## config.mk

```make
export PLATFORM = sky130hd
export DESIGN_NAME = keypad_scanner
export DESIGN_NICKNAME = d
export VERILOG_FILES = /design/src/rtl/keypad_pkg.sv /design/src/rtl/keypad_row_scan.sv /design/src/rtl/keypad_scanner.sv
export SDC_FILE = /design/constraint.sdc
export NUM_CORES = 1
export LEC_CHECK = 0
export BUFFER_PORTS_ARGS = -buffer_cell sky130_fd_sc_hd__buf_2
export CORE_MARGIN = 2
export CORE_UTILIZATION = 35
export CTS_BUF_LIST = sky130_fd_sc_hd__clkbuf_16
export DETAILED_ROUTE_END_ITERATION = 10
export HOLD_SLACK_MARGIN = 0.05
export SYNTH_ARGS = -nofsm -noshare
export SYNTH_HDL_FRONTEND = slang
export SYNTH_SLANG_ARGS = --single-unit
```

## constraint.sdc

```tcl
create_clock -name clk -period 4.7 [get_ports clk]
set_clock_uncertainty 0.2 [all_clocks]
set_input_delay 1.41 -clock clk [delete_from_list [all_inputs] [get_ports clk]]
set_output_delay 1.41 -clock clk [all_outputs]
set_load 0.02 [all_outputs]
```

## src/rtl/keypad_pkg.sv

```systemverilog
// Shared key codes, matrix lookup and debounce FSM states for the 4x4 keypad scanner.
package keypad_pkg;

  localparam logic [3:0] KEY_0    = 4'h0;
  localparam logic [3:0] KEY_1    = 4'h1;
  localparam logic [3:0] KEY_2    = 4'h2;
  localparam logic [3:0] KEY_3    = 4'h3;
  localparam logic [3:0] KEY_4    = 4'h4;
  localparam logic [3:0] KEY_5    = 4'h5;
  localparam logic [3:0] KEY_6    = 4'h6;
  localparam logic [3:0] KEY_7    = 4'h7;
  localparam logic [3:0] KEY_8    = 4'h8;
  localparam logic [3:0] KEY_9    = 4'h9;
  localparam logic [3:0] KEY_A    = 4'hA;
  localparam logic [3:0] KEY_B    = 4'hB;
  localparam logic [3:0] KEY_C    = 4'hC;
  localparam logic [3:0] KEY_D    = 4'hD;
  localparam logic [3:0] KEY_STAR = 4'hE;
  localparam logic [3:0] KEY_HASH = 4'hF;

  typedef enum logic [1:0] {
    IDLE,
    DEBOUNCE,
    PRESSED,
    RELEASE
  } state_t;

  function automatic logic [3:0] key_lookup(input logic [1:0] row, input logic [1:0] col);
    logic [3:0] code;
    case ({row, col})
      4'b00_00: code = KEY_1;
      4'b00_01: code = KEY_2;
      4'b00_10: code = KEY_3;
      4'b00_11: code = KEY_A;
      4'b01_00: code = KEY_4;
      4'b01_01: code = KEY_5;
      4'b01_10: code = KEY_6;
      4'b01_11: code = KEY_B;
      4'b10_00: code = KEY_7;
      4'b10_01: code = KEY_8;
      4'b10_10: code = KEY_9;
      4'b10_11: code = KEY_C;
      4'b11_00: code = KEY_STAR;
      4'b11_01: code = KEY_0;
      4'b11_10: code = KEY_HASH;
      default:  code = KEY_D;
    endcase
    return code;
  endfunction

endpackage

```

## src/rtl/keypad_row_scan.sv

```systemverilog
// Row driver: synchronizes columns, dwells on each row, and reports the
// first pressed key (lowest row, then lowest column) once per 4-row frame.
module keypad_row_scan
  import keypad_pkg::*;
#(
  parameter int unsigned SCAN_CYCLES = 500000
) (
  input  logic       clk,
  input  logic       rst_n,
  input  logic [3:0] col_n,
  output logic [3:0] row_n,
  output logic       frame_done,
  output logic       frame_hit,
  output logic [3:0] frame_code
);

  localparam int unsigned DW = (SCAN_CYCLES > 1) ? $clog2(SCAN_CYCLES) : 1;
  localparam logic [DW-1:0] DWELL_LAST = DW'(SCAN_CYCLES - 1);

  logic [3:0]    col_meta;
  logic [3:0]    col_sync;
  logic [DW-1:0] dwell;
  logic [1:0]    row_idx;
  logic          acc_hit;
  logic [3:0]    acc_code;
  logic          row_hit;
  logic [3:0]    row_code;
  logic          dwell_end;

  assign dwell_end = (dwell == DWELL_LAST);

  always_comb begin
    row_hit  = 1'b0;
    row_code = KEY_0;
    for (int unsigned c = 0; c < 4; c++) begin
      if (!col_sync[c] && !row_hit) begin
        row_hit  = 1'b1;
        row_code = key_lookup(row_idx, 2'(c));
      end
    end
  end

  always_ff @(posedge clk or negedge rst_n) begin
    if (!rst_n) begin
      col_meta   <= '1;
      col_sync   <= '1;
      dwell      <= '0;
      row_idx    <= '0;
      row_n      <= 4'b1110;
      acc_hit    <= 1'b0;
      acc_code   <= '0;
      frame_done <= 1'b0;
      frame_hit  <= 1'b0;
      frame_code <= '0;
    end else begin
      col_meta   <= col_n;
      col_sync   <= col_meta;
      frame_done <= 1'b0;
      if (dwell_end) begin
        dwell   <= '0;
        row_n   <= {row_n[2:0], row_n[3]};
        row_idx <= row_idx + 2'd1;
        if (row_idx == 2'd3) begin
          // Row 3 result merges in directly so the frame closes on this edge.
          frame_done <= 1'b1;
          frame_hit  <= acc_hit | row_hit;
          frame_code <= acc_hit ? acc_code : row_code;
          acc_hit    <= 1'b0;
          acc_code   <= '0;
        end else if (!acc_hit && row_hit) begin
          acc_hit  <= 1'b1;
          acc_code <= row_code;
        end
      end else begin
        dwell <= dwell + DW'(1);
      end
    end
  end

endmodule

```

## src/rtl/keypad_scanner.sv

```systemverilog
// 4x4 keypad scanner: row scan plus frame-level debounce FSM that issues one
// key_valid strobe per accepted press and suppresses rollover until release.
module keypad_scanner
  import keypad_pkg::*;
#(
  parameter int unsigned SCAN_CYCLES    = 500000,
  parameter int unsigned DEBOUNCE_SCANS = 3
) (
  input  logic       clk,
  input  logic       rst_n,
  input  logic [3:0] col_n,
  output logic [3:0] row_n,
  output logic [3:0] key_code,
  output logic       key_valid,
  output logic       key_held
);

  localparam int unsigned CW = $clog2(DEBOUNCE_SCANS + 1);
  localparam logic [CW-1:0] CNT_TARGET = CW'(DEBOUNCE_SCANS);

  logic          frame_done;
  logic          frame_hit;
  logic [3:0]    frame_code;

  state_t        state, state_next;
  logic [3:0]    cand, cand_next;
  logic [CW-1:0] cnt, cnt_next, cnt_inc;
  logic [3:0]    code_next;
  logic          valid_next;
  logic          held_next;
  logic          same_key;

  keypad_row_scan #(
    .SCAN_CYCLES(SCAN_CYCLES)
  ) u_row_scan (
    .clk       (clk),
    .rst_n     (rst_n),
    .col_n     (col_n),
    .row_n     (row_n),
    .frame_done(frame_done),
    .frame_hit (frame_hit),
    .frame_code(frame_code)
  );

  assign cnt_inc  = cnt + CW'(1);
  assign same_key = frame_hit && (frame_code == cand);

  always_comb begin
    state_next = state;
    cand_next  = cand;
    cnt_next   = cnt;
    code_next  = key_code;
    valid_next = 1'b0;
    held_next  = key_held;
    if (frame_done) begin
      case (state)
        IDLE: begin
          if (frame_hit) begin
            state_next = DEBOUNCE;
            cand_next  = frame_code;
            cnt_next   = CW'(1);
          end
        end
        DEBOUNCE: begin
          if (!frame_hit) begin
            state_next = IDLE;
            cnt_next   = '0;
          end else if (same_key) begin
            if (cnt_inc == CNT_TARGET) begin
              state_next = PRESSED;
              cnt_next   = '0;
              code_next  = cand;
              valid_next = 1'b1;
              held_next  = 1'b1;
            end else begin
              cnt_next = cnt_inc;
            end
          end else begin
            cand_next = frame_code;
            cnt_next  = CW'(1);
          end
        end
        PRESSED: begin
          if (!same_key) begin
            state_next = RELEASE;
            cnt_next   = CW'(1);
          end
        end
        RELEASE: begin
          // Bounce back to the held key resumes PRESSED without a new strobe.
          if (same_key) begin
            state_next = PRESSED;
            cnt_next   = '0;
          end else if (cnt_inc == CNT_TARGET) begin
            state_next = IDLE;
            cnt_next   = '0;
            held_next  = 1'b0;
          end else begin
            cnt_next = cnt_inc;
          end
        end
        default: begin
          state_next = IDLE;
          cnt_next   = '0;
        end
      endcase
    end
  end

  always_ff @(posedge clk or negedge rst_n) begin
    if (!rst_n) begin
      state     <= IDLE;
      cand      <= '0;
      cnt       <= '0;
      key_code  <= '0;
      key_valid <= 1'b0;
      key_held  <= 1'b0;
    end else begin
      state     <= state_next;
      cand      <= cand_next;
      cnt       <= cnt_next;
      key_code  <= code_next;
      key_valid <= valid_next;
      key_held  <= held_next;
    end
  end

endmodule

```

==> metrics, run 1 <==
multiplexer area fraction after synthesis 4.801%; CP cell instances buf_2; power share of the sequential group 46.4%; I/O pins 16; sequential area share after synthesis 53.03%; WHS Path Cells 0; Slowest Stage Delay on Critical Path 540 ps; Synth-to-Final Area Change 16.21%; hold buffer count at cts 0; Netlist cell types 43; setup violators final 0; Die Height 92.85 µm; CTS sink count 58; combinational share of power 1.8%; PD cells 342.7 mW/mm²; DR pass1 iterations 4; antenna violations before repair 0; clock tree buffer depth 2; # fillers 774; hold_sp u_row_scan.col_meta[0]$_DFF_PN1_; HP Class flop to flop; outcome complete, no violations; Tightest Pin Transition 1004 ps; r2r setup slk 2300 ps; Port Buffers 15; VDD IR max 0.1868 mV; Slew Limit Fails 0; setup TNS 0 ps; total grt overflow 0; RSZ-0062 raised after global routing false; vias per cell 4.934; DR DRC count 0; initial core utilization 35.94%; most common cell after layout, fill and taps aside dfrtp_1; Cell Rows 32; Crit-path slowest cell dfstp_2; placed insts 378; Max Freq 0.3787 GHz; Fin Hold WS 153.9 ps; share of layout cells above drive strength 1 18.49%; endpoints failing hold 0; asr flop ratio synth 100.0%; pre-CTS setup slack 1988 ps; relative slew slack 33.10%; CTS buffer count 9; CP endpoint kind primary output; startpoint class of the critical path flop; Post-Syn Instances 267; Avg Synthesized Cell Area 10.35 µm²; final antenna-violating net count 0; Leakage 1.525 nW; Core ar. 0.007687 mm²; vias in the first global route 1917; crit-path max FO 3; reg2reg end u_row_scan.acc_code[1]$_DFFE_PN0P_; internal power 0.0008609 W; final net count 302; Max-cap violations 0; largest family of logic cells by synthesized area simple AND/OR/NAND/NOR gates; Hold EP u_row_scan.col_sync[0]$_DFF_PN1_; total power 0.001100 W; YS warnings 0; Die W 92.85 µm; NetSw 0.0002393 W; clk_lat worst skew 320 ps; Reg clk slew, reported paths 50 ps; final WL 5045 µm; Placer Congestion 0.7799; Clk pwr share 51.8%; WP data arrival 1030 ps; worst reg2reg path startpoint u_row_scan.dwell[11]$_DFF_PN0_; cts repair resizes 0; CP bufs+invs 1; synthesized net count 282; Primary FF master, synth dfrtp_1; largest net degree at the start of global routing 47; CP required 3090 ps; Final min period 2640 ps; R2R depth 5; Setup CP Type flop to primary output; Simple-Gate Fraction of Synth Area 21.06%; slack of the critical path 2060 ps; Non-Filler Instances 394; ant diodes 0; CTS Root Cell clkbuf_16; flops & latches, synth 58; Starting DRT DRC Count 108; global-route wire length before repair 8818 µm; wire per inst 12.80 µm; Synth Area in XOR/XNOR 6.341%; # H-tree levels 3; Global Route Usage Sum 13.22%; most frequent cells in the layout 47 x dfrtp_1, 34 x nand2_1, 20 x nor2_1, 15 x buf_2, 14 x nand3_1; EDFF count, synth 0; Cell Area, Synth 0.002763 mm²; fin crit share 56.18%; Post-CTS Setup Bufs 0; family with the most delay on the worst path flip-flops; area share of fa/ha/maj cells after synthesis 4.076%; Compound-Gate Fraction of Synth Area 8.333%; Via Count 1944; CTS tree yes; die area 0.008620 mm²; hpwl dp 3482 µm; Net Sw Frac 21.75%
==> power by group through the flow <==
stage / Combinational (W) / Clock [W] / Sequential (W)
floorplan: 0.00000810 / 0 / 0.000516
global placement: 0.0000209 / 0 / 0.000518
detailed placement: 0.0000212 / 0 / 0.000518
CTS: 0.0000211 / 0.000583 / 0.000510
global route: 0.0000234 / 0.000607 / 0.000510
finish: 0.0000201 / 0.000570 / 0.000510
==> through the flow <==
step | utilization (%) | instance area (µm²)
after floorplan | - | 2763
after global placement | 38.36 | 2949
after detailed placement | 38.36 | 2949
after CTS | 41.76 | 3211
after global routing | 41.76 | 3211
final | 41.76 | 3211
==> Yosys cell counts, types with 2 or more instances <==
library cell | number | area share (%)
a21oi_1 | 5 | 0.91
nor4_1 | 6 | 1.4
nand2b_1 | 3 | 0.68
and3_1 | 7 | 1.6
or3_1 | 5 | 1.1
and2_1 | 3 | 0.68
dfrtp_1 | 47 | 43
nand2_1 | 34 | 4.6
xnor2_1 | 7 | 2.2
inv_1 | 9 | 1.2
a21o_1 | 2 | 0.54
nand3_1 | 14 | 2.5
dfstp_2 | 11 | 10
nand4_1 | 4 | 0.91
ha_1 | 9 | 4.1
o31ai_1 | 3 | 0.82
nor3_1 | 8 | 1.4
nor2_1 | 20 | 2.7
clkbuf_1 | 7 | 0.95
nor4b_1 | 2 | 0.63
a22o_1 | 2 | 0.63
xor2_1 | 13 | 4.1
o21ai_1 | 2 | 0.36
o21ai_0 | 11 | 2.0
nand4b_1 | 2 | 0.63
mux2_2 | 10 | 4.1
a31oi_1 | 2 | 0.45
mux2i_1 | 2 | 0.72
a211oi_1 | 2 | 0.54
o21a_1 | 2 | 0.54
==> layer usage <==
metal / GRT usage (%) / part of all wire [%] / vias to the layer above
li1: - / - / 972
met1: 17.19 / 50 / 917
met2: 19.14 / 44 / 43
met3: 4.394 / 3.9 / 12
met4: 7.721 / 2.7 / 0
met5: 0 / 0 / -
==> flip-flops by register name, summed over array words and instances (netlist names), 2 cells and up <==
signal	cells
state	2
u_row_scan.frame_code	4
key_code	4
cnt	2
u_row_scan.dwell	19
cand	4
u_row_scan.col_meta	4
u_row_scan.row_n	4
u_row_scan.acc_code	4
u_row_scan.col_sync	4
u_row_scan.row_idx	2
==> worst max path at each step <==
stage | from | endpoint | slack (ps) | cells past startpoint
finish | u_row_scan.row_n[3]$_DFFE_PN1N_ | row_n[3] | 2060 | 1
global route | u_row_scan.row_n[3]$_DFFE_PN1N_ | row_n[3] | 2020 | 1
global placement | rst_n | u_row_scan.row_n[1]$_DFFE_PN1N_ | 2000 | 2
detailed placement | rst_n | u_row_scan.row_n[1]$_DFFE_PN1N_ | 1990 | 2
CTS | u_row_scan.row_n[1]$_DFFE_PN1N_ | row_n[1] | 2050 | 1
floorplan | u_row_scan.dwell[5]$_DFF_PN0_ | u_row_scan.acc_code[1]$_DFFE_PN0P_ | 2500 | 6
==> cell type report <==
type                    instances  area, µm²  area share (%)
inverters                       9      33.78           1.052
repair buffers                 17      90.09           2.806
multi-input cells             192       1232           38.39
well taps                     102      127.6           3.975
clock buffers                   9      225.2           7.015
clock inverters                 7      36.28           1.130
flip-flops and latches         58       1465           45.64
==> kinds of logic (layout without fill, tap and decap cells) <==
| group | after synthesis | count (layout) |
|---|---|---|
| compound gates | 36 | 36 |
| xor+xnor | 20 | 20 |
| fa+ha+maj | 9 | 9 |
| buf+inv | 17 | 42 |
| flops | 58 | 58 |
| mux | 12 | 12 |
| simple gates | 115 | 115 |
Note: power is estimated with default switching activity, not from simulation.
==> run 2: changes to the inputs <==
--- a/config.mk
+++ b/config.mk
@@ -5,6 +5,7 @@
 export SDC_FILE = /design/constraint.sdc
 export NUM_CORES = 1
 export LEC_CHECK = 0
+export ABC_AREA = 1
 export BUFFER_PORTS_ARGS = -buffer_cell sky130_fd_sc_hd__buf_2
 export CORE_MARGIN = 2
 export CORE_UTILIZATION = 35
==> constraint.sdc (replaced) <==
create_clock -name clk -period 2.1 [get_ports clk]
set_clock_uncertainty 0.2 [all_clocks]
set_input_delay 0.63 -clock clk [delete_from_list [all_inputs] [get_ports clk]]
set_output_delay 0.63 -clock clk [all_outputs]
set_load 0.02 [all_outputs]
==> run 2 against run 1 <==
Compared with the run above: clock power grew 140%; critical path depth grew 8; power grew 130%; wire length grew 19%; highest routed layer unchanged; critical endpoint is now u_row_scan.frame_code[0]$_DFFE_PN0P_; die area grew 12%; sequential power grew 120%; hold slack lost 35 ps; sequential share of layout area shrank 4.8 points; largest cell class unchanged.
==> metrics, run 2 <==
outcome complete, no violations; Max Freq 0.5335 GHz; final antenna-violating net count 0; Clk pwr share 53.6%; Area contributors post-synth dfrtp_1 38%, nand2_1 13%, dfstp_2 9.3%; clk_lat worst skew 320 ps; share of layout cells above drive strength 1 15.46%; most common cell after layout, fill and taps aside nand2_1; ant diodes 0; Starting DRT DRC Count 123; initial core utilization 35.81%; Setup CP Type flop to flop; NetSw 0.0005156 W; area taken by multi-input logic gates 0.001389 mm²; slack of the critical path 225.5 ps; Leakage 1.756 nW; vias in the first global route 2421; sequential area share after synthesis 47.14%; Crit-path slowest cell dfrtp_1; post-synth top area cell dfrtp_1; Via Count 2470; # H-tree levels 3; DR DRC count 0; antenna violations before repair 0; final net count 437; Largest Register u_row_scan.dwell; WP data arrival 1910 ps; synthesized net count 412; global-route wire length before repair 10780 µm; I/O pins 16; final WL 6006 µm; setup violators final 0; Slowest Stage Delay on Critical Path 390 ps; Post-CTS Setup Bufs 0; HP Class input pin to async pin; Slew Limit Fails 0; CTS buffer count 9; VDD IR max 0.4755 mV; Die W 98.24 µm; setup TNS 0 ps; flops & latches, synth 58; Primary FF master, synth dfrtp_1; CTS tree yes; Post-Syn Instances 397; internal power 0.002041 W; top-count cell post-synth nand2_1; CP endpoint kind flop; Cell Area, Synth 0.003108 mm²; post-synth top area share 37.84%; die area 0.009650 mm²; Net Sw Frac 20.16%; EDFF count, synth 0; Reg clk slew, reported paths 50 ps; Port Buffers 15; DR pass1 iterations 4; endpoints failing hold 0; Post-synth top cells 105 x nand2_1, 55 x inv_1, 47 x dfrtp_1, 44 x nor2_1, 27 x o21ai_0; Die Height 98.24 µm; vias per cell 4.617; YS warnings 0; relative slew slack 74.25%; Largest register FFs 19; Synth-to-Final Area Change 15.50%; most frequent cells in the layout 105 x nand2_1, 57 x inv_1, 47 x dfrtp_1, 44 x nor2_1, 27 x o21ai_0; register area 0.001465 mm²; fin crit share 89.26%; combinational share of power 1.9%; # fillers 863; crit-path max FO 9; Avg Synthesized Cell Area 7.829 µm²; CTS Root Cell clkbuf_16; CP required 2140 ps; RSZ-0062 raised after global routing false; total grt overflow 0; largest net degree at the start of global routing 30; Netlist cell types 28; startpoint class of the critical path flop; Cell Rows 34; Core ar. 0.008678 mm²; asr flop ratio synth 100.0%; clock tree buffer depth 2; Global Route Usage Sum 13.73%; Max-cap violations 0; Final min period 1874 ps; CP cell instances ha_2, nand2_1, inv_2, nand2_2, nor3_2, nand2_2, nor2_4, nand2_1, o21ai_0; Placer Congestion 0.8360; CTS sink count 58; power share of the sequential group 44.5%; pre-CTS setup slack 194.2 ps; hpwl dp 4384 µm; wire per inst 11.23 µm; PD cells 712.2 mW/mm²; Tightest Pin Transition 386.3 ps
## run 2: power by group through the flow
stage                     sequential (W)  combinational [W]  clock (W)
after floorplan                  0.00116          0.0000165          0
after global placement           0.00116          0.0000503          0
after detailed placement         0.00116          0.0000505          0
after CTS                        0.00114          0.0000509    0.00140
after global routing             0.00114          0.0000577    0.00145
final                            0.00114          0.0000484    0.00137
## run 2: layout make-up
cell class	count	share of cell area, %
well taps	108	3.764
multi-input cells	275	38.69
clock inverters	7	1.534
flip-flops and latches	58	40.82
inverters	61	6.413
repair buffers	17	2.510
clock buffers	9	6.274
## run 2: per-layer routing
metal	track usage, %	up-vias	share of wire, %
li1	-	1306	-
met1	18.41	1120	52
met2	21.29	35	44
met3	3.006	9	2.7
met4	6.322	0	1.3
met5	0	-	0
## run 2: path summary, 6_finish.rpt
kind                       slack (ps)                                   end                             start  depth (start not counted)
hold / removal                    120                  key_held$_DFFE_PN0P_                             rst_n                          2
setup reg to reg                  230  u_row_scan.frame_code[0]$_DFFE_PN0P_     u_row_scan.dwell[0]$_DFF_PN0_                          9
hold reg to reg                   150      u_row_scan.col_sync[0]$_DFF_PN1_  u_row_scan.col_meta[0]$_DFF_PN1_                          0
min in group clk                  150      u_row_scan.col_sync[0]$_DFF_PN1_  u_row_scan.col_meta[0]$_DFF_PN1_                          0
setup / recovery                  230  u_row_scan.frame_code[0]$_DFFE_PN0P_     u_row_scan.dwell[0]$_DFF_PN0_                          9
max in group asynchronous        1240      u_row_scan.col_meta[0]$_DFF_PN1_                             rst_n                          2
## run 2: cells by family after synthesis
logic type / synth area share, %
compound gates: 8.011
xor+xnor: 2.536
fa+ha+maj: 3.623
buf+inv: 8.253
flops: 47.14
simple gates: 30.44
## run 2: timing repair
action	CTS	global route
resized for setup	0	1
hold buffers	0	0
endpoints found under the setup margin	0	1
## run 2: metrics by stage
| stage | std cells | hold slack [ps] | area, µm² | utilization, % | total power, W |
|---|---|---|---|---|---|
| after floorplan | 397 | 134.4 | 3108 | - | 0.001172 |
| after global placement | 519 | 146.7 | 3307 | 38.11 | 0.001206 |
| after detailed placement | 519 | 146.8 | 3307 | 38.11 | 0.001206 |
| after CTS | 535 | 132.0 | 3587 | 41.34 | 0.002589 |
| after global routing | 535 | 154.4 | 3590 | 41.36 | 0.002647 |
| final | 535 | 119.1 | 3590 | 41.36 | 0.002557 |
## run 2: worst max-delay path: cells and delay by family (launching register included)
| family | cells | cell delay, ps |
|---|---|---|
| DFF | 1 | 390 |
| adders and majority gates | 1 | 250 |
| AOI/OAI and AO/OA | 1 | 80 |
| and+or+nand+nor | 6 | 800 |
| buffers and inverters | 1 | 80 |
